==> config.mk <==
export PLATFORM = sky130hd
export DESIGN_NAME = hit_pulse_gen_flat
export DESIGN_NICKNAME = d
export VERILOG_FILES = /design/src/rtl/hit_pulse_gen_pkg.sv /design/src/rtl/hit_pulse_gen_if.sv /design/src/rtl/hit_pulse_gen_sync_ff.sv /design/src/rtl/hit_pulse_gen.sv /design/src/flat_wrapper.sv
export SDC_FILE = /design/constraint.sdc
export NUM_CORES = 1
export LEC_CHECK = 0
export ABC_AREA = 1
export CORE_AREA = 2 2 86 63
export CTS_BUF_LIST = sky130_fd_sc_hd__clkbuf_2 sky130_fd_sc_hd__clkbuf_4 sky130_fd_sc_hd__clkbuf_8
export CTS_CLUSTER_DIAMETER = 150
export DETAILED_ROUTE_END_ITERATION = 8
export DIE_AREA = 0 0 88 65
export GPL_TIMING_DRIVEN = 0
export PLACE_DENSITY = 0.67
export SLEW_MARGIN = 30
export SYNTH_ARGS = -nofsm -noshare
export SYNTH_HDL_FRONTEND = slang
export SYNTH_SLANG_ARGS = --single-unit
==> constraint.sdc <==
create_clock -name clk -period 4.4 [get_ports clk]
set_clock_uncertainty 0.05 [all_clocks]
set_input_delay 0.44 -clock clk [delete_from_list [all_inputs] [get_ports clk]]
set_output_delay 0.44 -clock clk [all_outputs]
set_load 0.05 [all_outputs]
==> src/rtl/hit_pulse_gen_pkg.sv <==
// Shared types and constants for the hit pulse generator.
package hit_pkg;

  typedef enum logic [2:0] {
    IDLE,
    DEBOUNCE,
    HIT,
    LOCKOUT,
    WAIT_REL
  } hit_state_t;

  localparam int IGN_CNT_W = 8;

  function automatic int max_int(input int a, input int b);
    return (a > b) ? a : b;
  endfunction

endpackage

==> src/rtl/hit_pulse_gen_if.sv <==
// Press input and hit/armed/ignore-count outputs of the hit pulse generator.
interface hit_pulse_gen_if;
  import hit_pkg::*;

  logic                 in_raw;
  logic                 hit;
  logic                 armed;
  logic [IGN_CNT_W-1:0] ign_cnt;

  modport master (output in_raw, input hit, input armed, input ign_cnt);
  modport slave  (input in_raw, output hit, output armed, output ign_cnt);

endinterface

==> src/rtl/hit_pulse_gen_sync_ff.sv <==
// N-flop synchroniser for an asynchronous single-bit input, reset to 0.
module sync_ff #(
  parameter int STAGES = 2
) (
  input  logic clk,
  input  logic rst_n,
  input  logic d_i,
  output logic q_o
);

  logic [STAGES-1:0] chain_q;

  always_ff @(posedge clk or negedge rst_n) begin
    if (!rst_n) chain_q <= '0;
    else        chain_q <= {chain_q[STAGES-2:0], d_i};
  end

  assign q_o = chain_q[STAGES-1];

endmodule

==> src/rtl/hit_pulse_gen.sv <==
// Synchronise, debounce and lock out a raw press line into single-cycle hit pulses.
// Optional rejected-press counter enabled with macro HIT_IGNORE_CNT_EN.
//
//   state    | meaning
//   IDLE     | armed, waiting for sync high
//   DEBOUNCE | counting consecutive high samples
//   HIT      | one-cycle hit pulse
//   LOCKOUT  | post-hit dead time, input ignored
//   WAIT_REL | dead time over, waiting for release
module hit_pulse_gen
  import hit_pkg::*;
#(
  parameter int SYNC_STAGES     = 2,
  parameter int DEBOUNCE_CYCLES = 16,
  parameter int LOCKOUT_CYCLES  = 50_000_000
) (
  input  logic            clk,
  input  logic            rst_n,
  hit_pulse_gen_if.slave  bus
);

  localparam int CNT_W = $clog2(max_int(DEBOUNCE_CYCLES, LOCKOUT_CYCLES) + 1);
  localparam logic [CNT_W-1:0] DEB_LAST  = CNT_W'(DEBOUNCE_CYCLES - 1);
  localparam logic [CNT_W-1:0] LOCK_LAST = CNT_W'(LOCKOUT_CYCLES - 1);

  logic             sync;
  hit_state_t       state_q, state_d;
  logic [CNT_W-1:0] cnt_q, cnt_d;
  logic             hit_q, hit_d;
  logic             armed_q, armed_d;

  sync_ff #(.STAGES(SYNC_STAGES)) u_sync (
    .clk   (clk),
    .rst_n (rst_n),
    .d_i   (bus.in_raw),
    .q_o   (sync)
  );

  always_comb begin
    state_d = state_q;
    cnt_d   = cnt_q;
    case (state_q)
      IDLE: begin
        if (sync) begin
          state_d = DEBOUNCE;
          cnt_d   = '0;
        end
      end
      DEBOUNCE: begin
        // A low sample aborts even on the final count cycle.
        if (!sync)                  state_d = IDLE;
        else if (cnt_q == DEB_LAST) state_d = HIT;
        else                        cnt_d   = cnt_q + 1'b1;
      end
      HIT: begin
        state_d = LOCKOUT;
        cnt_d   = '0;
      end
      LOCKOUT: begin
        if (cnt_q == LOCK_LAST) state_d = WAIT_REL;
        else                    cnt_d   = cnt_q + 1'b1;
      end
      WAIT_REL: begin
        if (!sync) state_d = IDLE;
      end
      default: state_d = IDLE;
    endcase
    hit_d   = (state_d == HIT);
    armed_d = (state_d == IDLE) || (state_d == DEBOUNCE);
  end

  always_ff @(posedge clk or negedge rst_n) begin
    if (!rst_n) begin
      state_q <= IDLE;
      cnt_q   <= '0;
      hit_q   <= 1'b0;
      armed_q <= 1'b1;
    end else begin
      state_q <= state_d;
      cnt_q   <= cnt_d;
      hit_q   <= hit_d;
      armed_q <= armed_d;
    end
  end

  assign bus.hit   = hit_q;
  assign bus.armed = armed_q;

`ifdef HIT_IGNORE_CNT_EN
  logic                 sync_prev_q;
  logic [IGN_CNT_W-1:0] ign_q, ign_d;

  always_comb begin
    ign_d = ign_q;
    if ((state_q == LOCKOUT || state_q == WAIT_REL) && sync && !sync_prev_q
        && (ign_q != '1))
      ign_d = ign_q + 1'b1;
  end

  always_ff @(posedge clk or negedge rst_n) begin
    if (!rst_n) begin
      sync_prev_q <= 1'b0;
      ign_q       <= '0;
    end else begin
      sync_prev_q <= sync;
      ign_q       <= ign_d;
    end
  end

  assign bus.ign_cnt = ign_q;
`else
  assign bus.ign_cnt = '0;
`endif

endmodule

==> src/flat_wrapper.sv <==
// flat-port wrapper written by rule: the top's interface ports become plain ports
module hit_pulse_gen_flat import hit_pkg::*;
#(
  parameter int SYNC_STAGES     = 2,
  parameter int DEBOUNCE_CYCLES = 16,
  parameter int LOCKOUT_CYCLES  = 50_000_000
)
  (clk, rst_n, bus_in_raw, bus_hit, bus_armed, bus_ign_cnt);
  hit_pulse_gen_if bus_i ();
  input  logic clk;
  input  logic rst_n;
  input wire logic [$bits(bus_i.in_raw)-1:0] bus_in_raw;
  output wire logic [$bits(bus_i.hit)-1:0] bus_hit;
  output wire logic [$bits(bus_i.armed)-1:0] bus_armed;
  output wire logic [$bits(bus_i.ign_cnt)-1:0] bus_ign_cnt;
  assign bus_i.in_raw = bus_in_raw;
  assign bus_hit = bus_i.hit;
  assign bus_armed = bus_i.armed;
  assign bus_ign_cnt = bus_i.ign_cnt;
  hit_pulse_gen #(.SYNC_STAGES(SYNC_STAGES), .DEBOUNCE_CYCLES(DEBOUNCE_CYCLES), .LOCKOUT_CYCLES(LOCKOUT_CYCLES)) u_core (.clk(clk), .rst_n(rst_n), .bus(bus_i));
endmodule
; Word level (Yosys, flattened, before mapping)
; Index checks and enable logic that the tools add are counted.
; Widths: inputs -> output; s select.
[word_totals]
register_bits = 33
in_bits = 3
[classes]
mux = 11
n_eq_ne = 12
reduce_logical = 5
n_addsub = 1
[op_table]
columns = op, n
row1 = $mux 26, 4
row2 = $pmux 26 s4, 1
row3 = $add 26x1->26 const B, 1
row4 = $eq 26x26->1 const B, 1
row5 = $eq 26x4->1 const B, 1
row6 = $mux 3, 5
row7 = $pmux 3 s5, 1
row8 = $eq 3x2->1 const B, 3
row9 = $ne 2x2->1 const B, 4
row10 = $eq 3x1->1 const B, 2
row11 = $logic_not 3->1, 2
row12 = $reduce_and 5->1, 1
row13 = $reduce_bool 4->1, 1
row14 = $eq 3x3->1 const B, 1
row15 = $logic_or 1x1->1, 1

; Longest topological paths before layout
; Gate-level depths: netlist of run 1.
[logic_depth]
ltp_word = 6
ltp_mapped = 11
ltp_nobuf = 11

; Hierarchy
; A second synthesis of run 1 with hierarchy kept.
[hier_totals]
cells_unflattened = 369
hier_area_um2 = 2349.8
[modules_own_cells]
columns = mod, seq_area_each_um2, area_each_um2, cells_each, instances
row1 = hit_pulse_gen, 777.0, 2299.7, 367, 1
row2 = sync_ff, 50.0, 50.0, 2, 1

; Worst setup path after synthesis of run 1
; Ideal clock, no wire load.
[synth_path]
path_kind = register to register
start = register u_core.cnt_q[0]
end = register u_core.cnt_q[22]
arrival_ns = 1.526
setup_time_ns = 0.117
required_time_ns = 4.233
path_stages_with_launch = 12
slack_ns = 2.708
path_buffers = 1
cell_sequence = dfrtp_1 > ha_1 > inv_1 > nor2_4 > nand2_4 > nor3_2 > nand2_1 > nand2_2 > nand2_4 > buf_6 > nand2_1 > nand2_1
[synth_between]
elab_chain_len = 4
word_cells_on_any_way = 10
classes_between = add/sub (1) / eq/ne (4) / mux (4) / reduce/logical (1)
[synth_rtl]
columns = element, line
row1 = "start, declared", hit_pulse_gen.sv:28  ; logic [CNT_W-1:0] cnt_q, cnt_d;
row2 = "start signal, assigned", hit_pulse_gen.sv:80  ; cnt_q <= cnt_d;
row3 = $add 26x1->26, "hit_pulse_gen.sv:53, hit_pulse_gen.sv:61"
row4 = $mux 26, hit_pulse_gen.sv:52  ; else if (cnt_q == DEB_LAST) state_d = HIT;
row5 = $mux 26, hit_pulse_gen.sv:51  ; if (!sync) state_d = IDLE;
row6 = $pmux 26 s4, hit_pulse_gen.sv:42  ; case (state_q)
; Several ways; a longest one is shown, not always the timed one. The select of a mux whose other input is x is not followed.
; A chain may end at the register's enable or synchronous reset.

; Final worst setup path of run 1
[layout_path]
start = register u_core.armed_q, in the netlist u_core.bus.armed
end = output port bus_armed
[layout_rtl]
columns = element, line
row1 = "start, declared", hit_pulse_gen.sv:30  ; logic armed_q, armed_d;
row2 = "start signal, assigned", hit_pulse_gen.sv:82  ; armed_q <= armed_d;
row3 = "end, declared", flat_wrapper.sv:14  ; output wire logic [$bits(bus_i.armed)-1:0] bus_armed;
; No word-level cell between the ends.

==> key figures, run 1 <==
Yosys
  • Synth warn: 0
  • Syn Area/Cell: 6.30 µm²
  • Mapped Cells: 374
  • Post-synth cell types: 26
  • Sequential share of the synthesized area: 35.1%
  • Seq cells post-synth: 33
  • Area of the mapped netlist: 0.00236 mm²

Drt
  • Vias per Instance: 4.62
  • DRT iter0 DRCs: 144
  • Wire per inst: 12.2 µm
  • ANT nets after route: 0
  • Drt first pass iters: 4
  • DR vias: 2,151
  • Drt total wl: 5.71 mm
  • Residual DRC: 0

Setup path
  • Crit Path Max Fanout: 1
  • Arr. time, crit path: 1590 ps
  • CP bufs+invs: 1
  • Worst reg2reg path startpoint: u_core.cnt_q[0]
  • RR Endpoint: u_core.cnt_q[25]
  • CP max stage cell: clkdlybuf4s50_1
  • Reg2reg setup slack: 2400 ps
  • Crit Path Class: register to output port
  • Critical Path RT: 3910 ps
  • Worst setup SP type: register
  • Crit path capture type: output port
  • Top delay family on crit path: buffers and inverters
  • Slowest cell delay on critical path: 780 ps
  • Register-to-Register Path Depth: 10
  • Worst-path cell chain: clkdlybuf4s50_1

Timing
  • Slew HR: 62.4%
  • # setup viols final: 0
  • FMAX: 481 MHz
  • RSZ-0062 raised after global routing: no
  • Period minus WS final: 2080 ps
  • Setup_tns: 0 ps
  • Worst slew pin tran: 564 ps
  • Slew Limit Fails: 0
  • Final hold vios: 0
  • Fin crit share: 47.2%

Clock network
  • Post-CTS Setup Inserts: 0
  • Root Buffer: clkbuf_8
  • Clock Latency Late Sink: 300 ps
  • Post_cts resized: 0
  • Longest Clk Path Bufs: 2
  • Clk sinks: 33
  • H-tree Lvls: 2
  • Reg clk slew, reported paths: 80 ps
  • TritonCTS clock tree: built
  • Cts bufs inserted: 5
  • # hold bufs at CTS: 0

Pwr
  • Max IR drop VDD: 0.127 mV
  • Power Density: 232 mW/mm²
  • LEAKAGE: 0.00126 µW

Layout
  • Layout area overhead: 11.3%
  • Antenna diodes: 0
  • Util after Layout: 52.6%
  • Final #Nets: 397
  • Commonest non-fill, non-tap cells in the layout: nand2_1, nor2_1, dfrtp_1, inv_1, nand3_1
  • Commonest non-fill, non-tap cell in the layout: nand2_1
  • Post-route cell area: 0.00262 mm²
  • Layout cells sized above 1: 10.2%

Outcome
  • Status: complete, no violations

GRT
  • GR Util All Layers: 23.0%
  • Total global routing overflow: 0
  • Vias in the first global route: 1,995
  • Initial antenna violation count: 0
  • First-pass GRT wire length: 9.91 mm
  • Largest net degree at the start of global routing: 19

Placement
  • Cell area after placement: 0.00253 mm²
  • GPL Wtd Cong: 0.920
  • Input/output buffers: 4
  • Post-detail-place hpwl: 4.50 mm

Hold path
  • HP Class: primary input to asynchronous set/reset pin

Floorplanning
  • Initial core utilization: 47.3%
  • Row cnt: 22
  • Die area: 0.00572 mm²
  • Core ar.: 0.00498 mm²
  • Die Wd: 88 µm
  • Die Y-Extent: 65 µm
  • Boundary pin count: 13

Run
  • Max Cap Viol: 0
-- sequential cells by signal (all words and copies together) (netlist names) --
name	cells
u_core.cnt_q	26
u_core.state_q	3
u_core.u_sync.chain_q	2
u_core.bus.armed	1
u_core.bus.hit	1
-- synth_stat cells --
library cell	instances	share of area, %
a21oi_1	5	1.1
nor2_1	81	13
nor3_1	4	0.85
clkbuf_1	2	0.32
nor3_2	2	0.85
nand3_1	15	3.2
dfrtp_1	32	34
conb_1	1	0.16
nand3_4	1	0.74
xnor2_1	5	1.9
dfstp_2	1	1.1
o21ai_0	2	0.42
inv_1	29	4.6
nand2_2	6	1.6
buf_8	2	1.3
or2_2	3	0.80
ha_1	1	0.53
nand3_2	1	0.42
nand2_4	2	0.96
xor2_1	5	1.9
nor2_2	1	0.27
nand2_1	158	25
buf_6	2	0.96
nor2_4	1	0.48
nand4_1	4	1.1
buf_4	8	2.5
-- worst max-delay path by stage --
| stage | from | endpoint | slack (ps) | depth (start not counted) |
|---|---|---|---|---|
| final | u_core.bus.armed | bus_armed | 2320 | 1 |
| after global routing | u_core.cnt_q[0] | u_core.cnt_q[24] | 2240 | 10 |
| after CTS | u_core.bus.armed | bus_armed | 2310 | 1 |
| after detailed placement | u_core.cnt_q[0] | u_core.cnt_q[4] | 2440 | 11 |
| after global placement | rst_n | u_core.cnt_q[22] | 2150 | 1 |
| after floorplan | u_core.cnt_q[0] | u_core.cnt_q[22] | 2710 | 11 |
-- kinds of logic (layout without fill, tap and decap cells) --
logic type      after synthesis  after routing  share of synthesized area, %
simple gates                279            279                          49.3
buf+inv                      43             56                          9.72
flops                        33             33                          35.1
xor+xnor                     10             10                          3.72
compound gates                7              7                          1.49
fa+ha+maj                     1              1                         0.531
other cells                   1              8                         0.159
-- stage by stage --
step                      std cells  worst slack [ps]  power (µW)  hold slack, ps
after floorplan                 381              2710         363            94.4
after global placement          457              2150         378             283
after detailed placement        458              2440         382             293
after CTS                       466              2310         616            38.2
after global routing            466              2240         634            51.9
final                           466              2320         609            23.9
-- power by group --
| group | switching (µW) | total [µW] | internal (µW) |
|---|---|---|---|
| logic | 42.7 | 61.9 | 19.3 |
| clock network | 118 | 234 | 116 |
| registers | 5.77 | 314 | 308 |
| total | 166 | 609 | 443 |
-- cell type report --
| type | instances | area [µm²] |
|---|---|---|
| fill | 519 | 2360 |
| multi-input combinational | 305 | 1330 |
| sequential | 33 | 827 |
| buffer | 14 | 120 |
| inverter | 29 | 109 |
| tap | 72 | 90.1 |
| clock buffer | 6 | 76.3 |
| timing repair buffer | 5 | 62.6 |
| clock inverter | 2 | 10.0 |
-- layer usage --
layer | track usage, % | part of all wire [%]
met5 | 0 | 0
met4 | 7.50 | 1.3
met3 | 4.59 | 5.6
met2 | 32.0 | 39
met1 | 34.9 | 54
(Power assumes the default switching activity.)
==> run 2, diff against run 1 <==
--- a/config.mk
+++ b/config.mk
@@ -12,7 +12,7 @@
 export DETAILED_ROUTE_END_ITERATION = 8
 export DIE_AREA = 0 0 88 65
 export GPL_TIMING_DRIVEN = 0
-export PLACE_DENSITY = 0.67
+export PLACE_DENSITY = 0.69
 export SLEW_MARGIN = 30
 export SYNTH_ARGS = -nofsm -noshare
 export SYNTH_HDL_FRONTEND = slang
==> constraint.sdc (replaced) <==
create_clock -name clk -period 1.7 [get_ports clk]
set_clock_uncertainty 0.05 [all_clocks]
set_input_delay 0.17 -clock clk [delete_from_list [all_inputs] [get_ports clk]]
set_output_delay 0.17 -clock clk [all_outputs]
set_load 0.05 [all_outputs]
==> key figures, run 2 (synthesis results as in run 1) <==
Setup path
  • Crit path capture type: register
  • Worst setup SP type: register
  • Worst reg2reg path startpoint: u_core.cnt_q[1]
  • Crit Path Max Fanout: 5
  • Crit Path Class: register to register
  • Register-to-Register Path Depth: 11
  • RR Endpoint: u_core.cnt_q[20]
  • Reg2reg setup slack: -20 ps
  • Critical Path RT: 1840 ps
  • Arr. time, crit path: 1860 ps

Layout
  • Antenna diodes: 0
  • Final #Nets: 424
  • Reg with most FFs: u_core.cnt_q
  • Layout area overhead: 29.6%
  • Seq. cell area: 842 µm²
  • Fillers: 477
  • Commonest non-fill, non-tap cell in the layout: nand2_1
  • Area of the multi-input gates: 0.00148 mm²
  • Layout cells sized above 1: 27.8%
  • Commonest non-fill, non-tap cells in the layout: nand2_1, nor2_1, buf_4, nand2_2, inv_1
  • Max reg flops: 26
  • Largest registers: u_core.cnt_q x26, u_core.state_q x3, u_core.u_sync.chain_q x2

Timing
  • Worst setup margin: -19.0 ps
  • Period minus WS final: 1720 ps
  • Worst slew pin tran: 507 ps
  • Final hold vios: 0
  • Fin crit share: 101%
  • Slew HR: 66.1%
  • Setup_tns: -48.3 ps
  • FMAX: 582 MHz
  • RSZ-0062 raised after global routing: yes
  • # setup viols final: 8
  • Slew Limit Fails: 0

Floorplanning
  • Boundary pin count: 13
  • Die Y-Extent: 65 µm
  • Initial core utilization: 47.3%
  • Core ar.: 0.00498 mm²
  • Row cnt: 22
  • Die Wd: 88 µm
  • Die area: 0.00572 mm²

Pwr
  • Max IR drop VDD: 0.307 mV
  • LEAKAGE: 0.00143 µW
  • Power Total: 1710 µW
  • Power Density: 560 mW/mm²

Drt
  • ANT nets after route: 0
  • Residual DRC: 0
  • Drt first pass iters: 6
  • DR vias: 2,404
  • DRT iter0 DRCs: 181
  • Drt total wl: 6.57 mm
  • Wire per inst: 13.3 µm
  • Vias per Instance: 4.88

GRT
  • Largest net degree at the start of global routing: 20
  • GR Util All Layers: 23.1%
  • Vias in the first global route: 2,074
  • Total global routing overflow: 0
  • Initial antenna violation count: 0
  • First-pass GRT wire length: 10.1 mm

Clock network
  • TritonCTS clock tree: built
  • Root Buffer: clkbuf_8
  • Clk sinks: 33
  • Cts bufs inserted: 5
  • Clock Latency Late Sink: 300 ps
  • Reg clk slew, reported paths: 70 ps
  • H-tree Lvls: 2
  • Longest Clk Path Bufs: 2

Hold path
  • HP Class: primary input to register
  • WHS Path Cells: 1
  • Hold EP: u_core.u_sync.chain_q[0]
  • Hold Path Origin: bus_in_raw

Outcome
  • Status: finished with violations
  • Failing checks: setup timing

Placement
  • Post-detail-place hpwl: 4.44 mm
  • Input/output buffers: 4
  • GPL Wtd Cong: 0.946

Run
  • Max Cap Viol: 0
[run 2: cell count changes in the layout (fill, tap and decap cells not counted), moves of 5 or more]
cell and change:
buf_4 +21, dfrtp_1 -12, dfrtp_2 +12, inv_1 -5
nand2_1 -23, nand2_2 +21, nor2_1 -6
[run 2: metrics by stage]
| stage | cell area (µm²) | setup WS (ps) | std cells | util (%) | hold WS (ps) |
|---|---|---|---|---|---|
| after global placement | 2510 | -286 | 457 | 50.4 | 287 |
| after detailed placement | 2530 | -289 | 458 | 50.9 | 79.5 |
| final | 3050 | -19.0 | 493 | 61.3 | 259 |
| after floorplan | 2380 | 7.54 | 381 | - | -176 |
| after CTS | 2730 | 7.55 | 474 | 54.8 | 258 |
| after global routing | 3050 | -107 | 493 | 61.3 | 282 |
[run 2: per-layer routing]
| layer | up-vias | global-route usage [%] | share of wire, % |
|---|---|---|---|
| li1 | 1217 | - | - |
| met1 | 1092 | 35.5 | 48 |
| met2 | 80 | 32.7 | 42 |
| met3 | 15 | 4.20 | 7.9 |
| met4 | 0 | 5.96 | 1.9 |
| met5 | - | 0 | 0 |
[run 2: power by group]
part / switching (µW) / leakage (µW) / internal, µW
Combinational: 136 / 0.000942 / 90.4
Clock: 306 / 0.0000542 / 366
Sequential: 15.0 / 0.000429 / 798
Total: 457 / 0.00143 / 1250
[run 2: worst max path at each step]
stage,start,to,slack (ps),cells after the start
4_1_cts,u_core.cnt_q[21],u_core.cnt_q[19],8,10
3_5_place_dp,u_core.cnt_q[0],u_core.cnt_q[19],-290,11
6_report,u_core.cnt_q[1],u_core.cnt_q[20],-20,11
5_1_grt,u_core.cnt_q[15],u_core.cnt_q[20],-110,10
2_1_floorplan,u_core.cnt_q[0],u_core.cnt_q[22],8,11
3_3_place_gp,rst_n,u_core.cnt_q[24],-290,1
[run 2: critical path, cell delays in order, from the launching register on]
cell	delay, ps
dfrtp_1	410
ha_4	180
inv_4	40
nor2_4	130
nand2_4	80
nor3_2	100
nand2_1	110
nand2_4	140
nand2_8	100
clkbuf_16	170
nand2_2	50
nand2_1	50
[run 2: cell type report]
cell class                      instances  area share [%]
Multi-Input combinational cell        306            48.4
Inverter                               29            3.65
Sequential cell                        33            27.6
Clock inverter                          1           0.164
Clock buffer                            7            3.15
Buffer                                 14            4.26
Timing Repair Buffer                   31            9.87
Tap cell                               72            2.95
[run 2: what timing repair did]
item / in CTS / in global routing
endpoints found under the hold margin: 14 / 0
gates cloned: 0 / 3
pin swaps: 2 / 12
resized for setup: 12 / 57
setup endpoints to repair: 31 / 28
hold buffers: 1 / 0
buffers inserted: 7 / 16
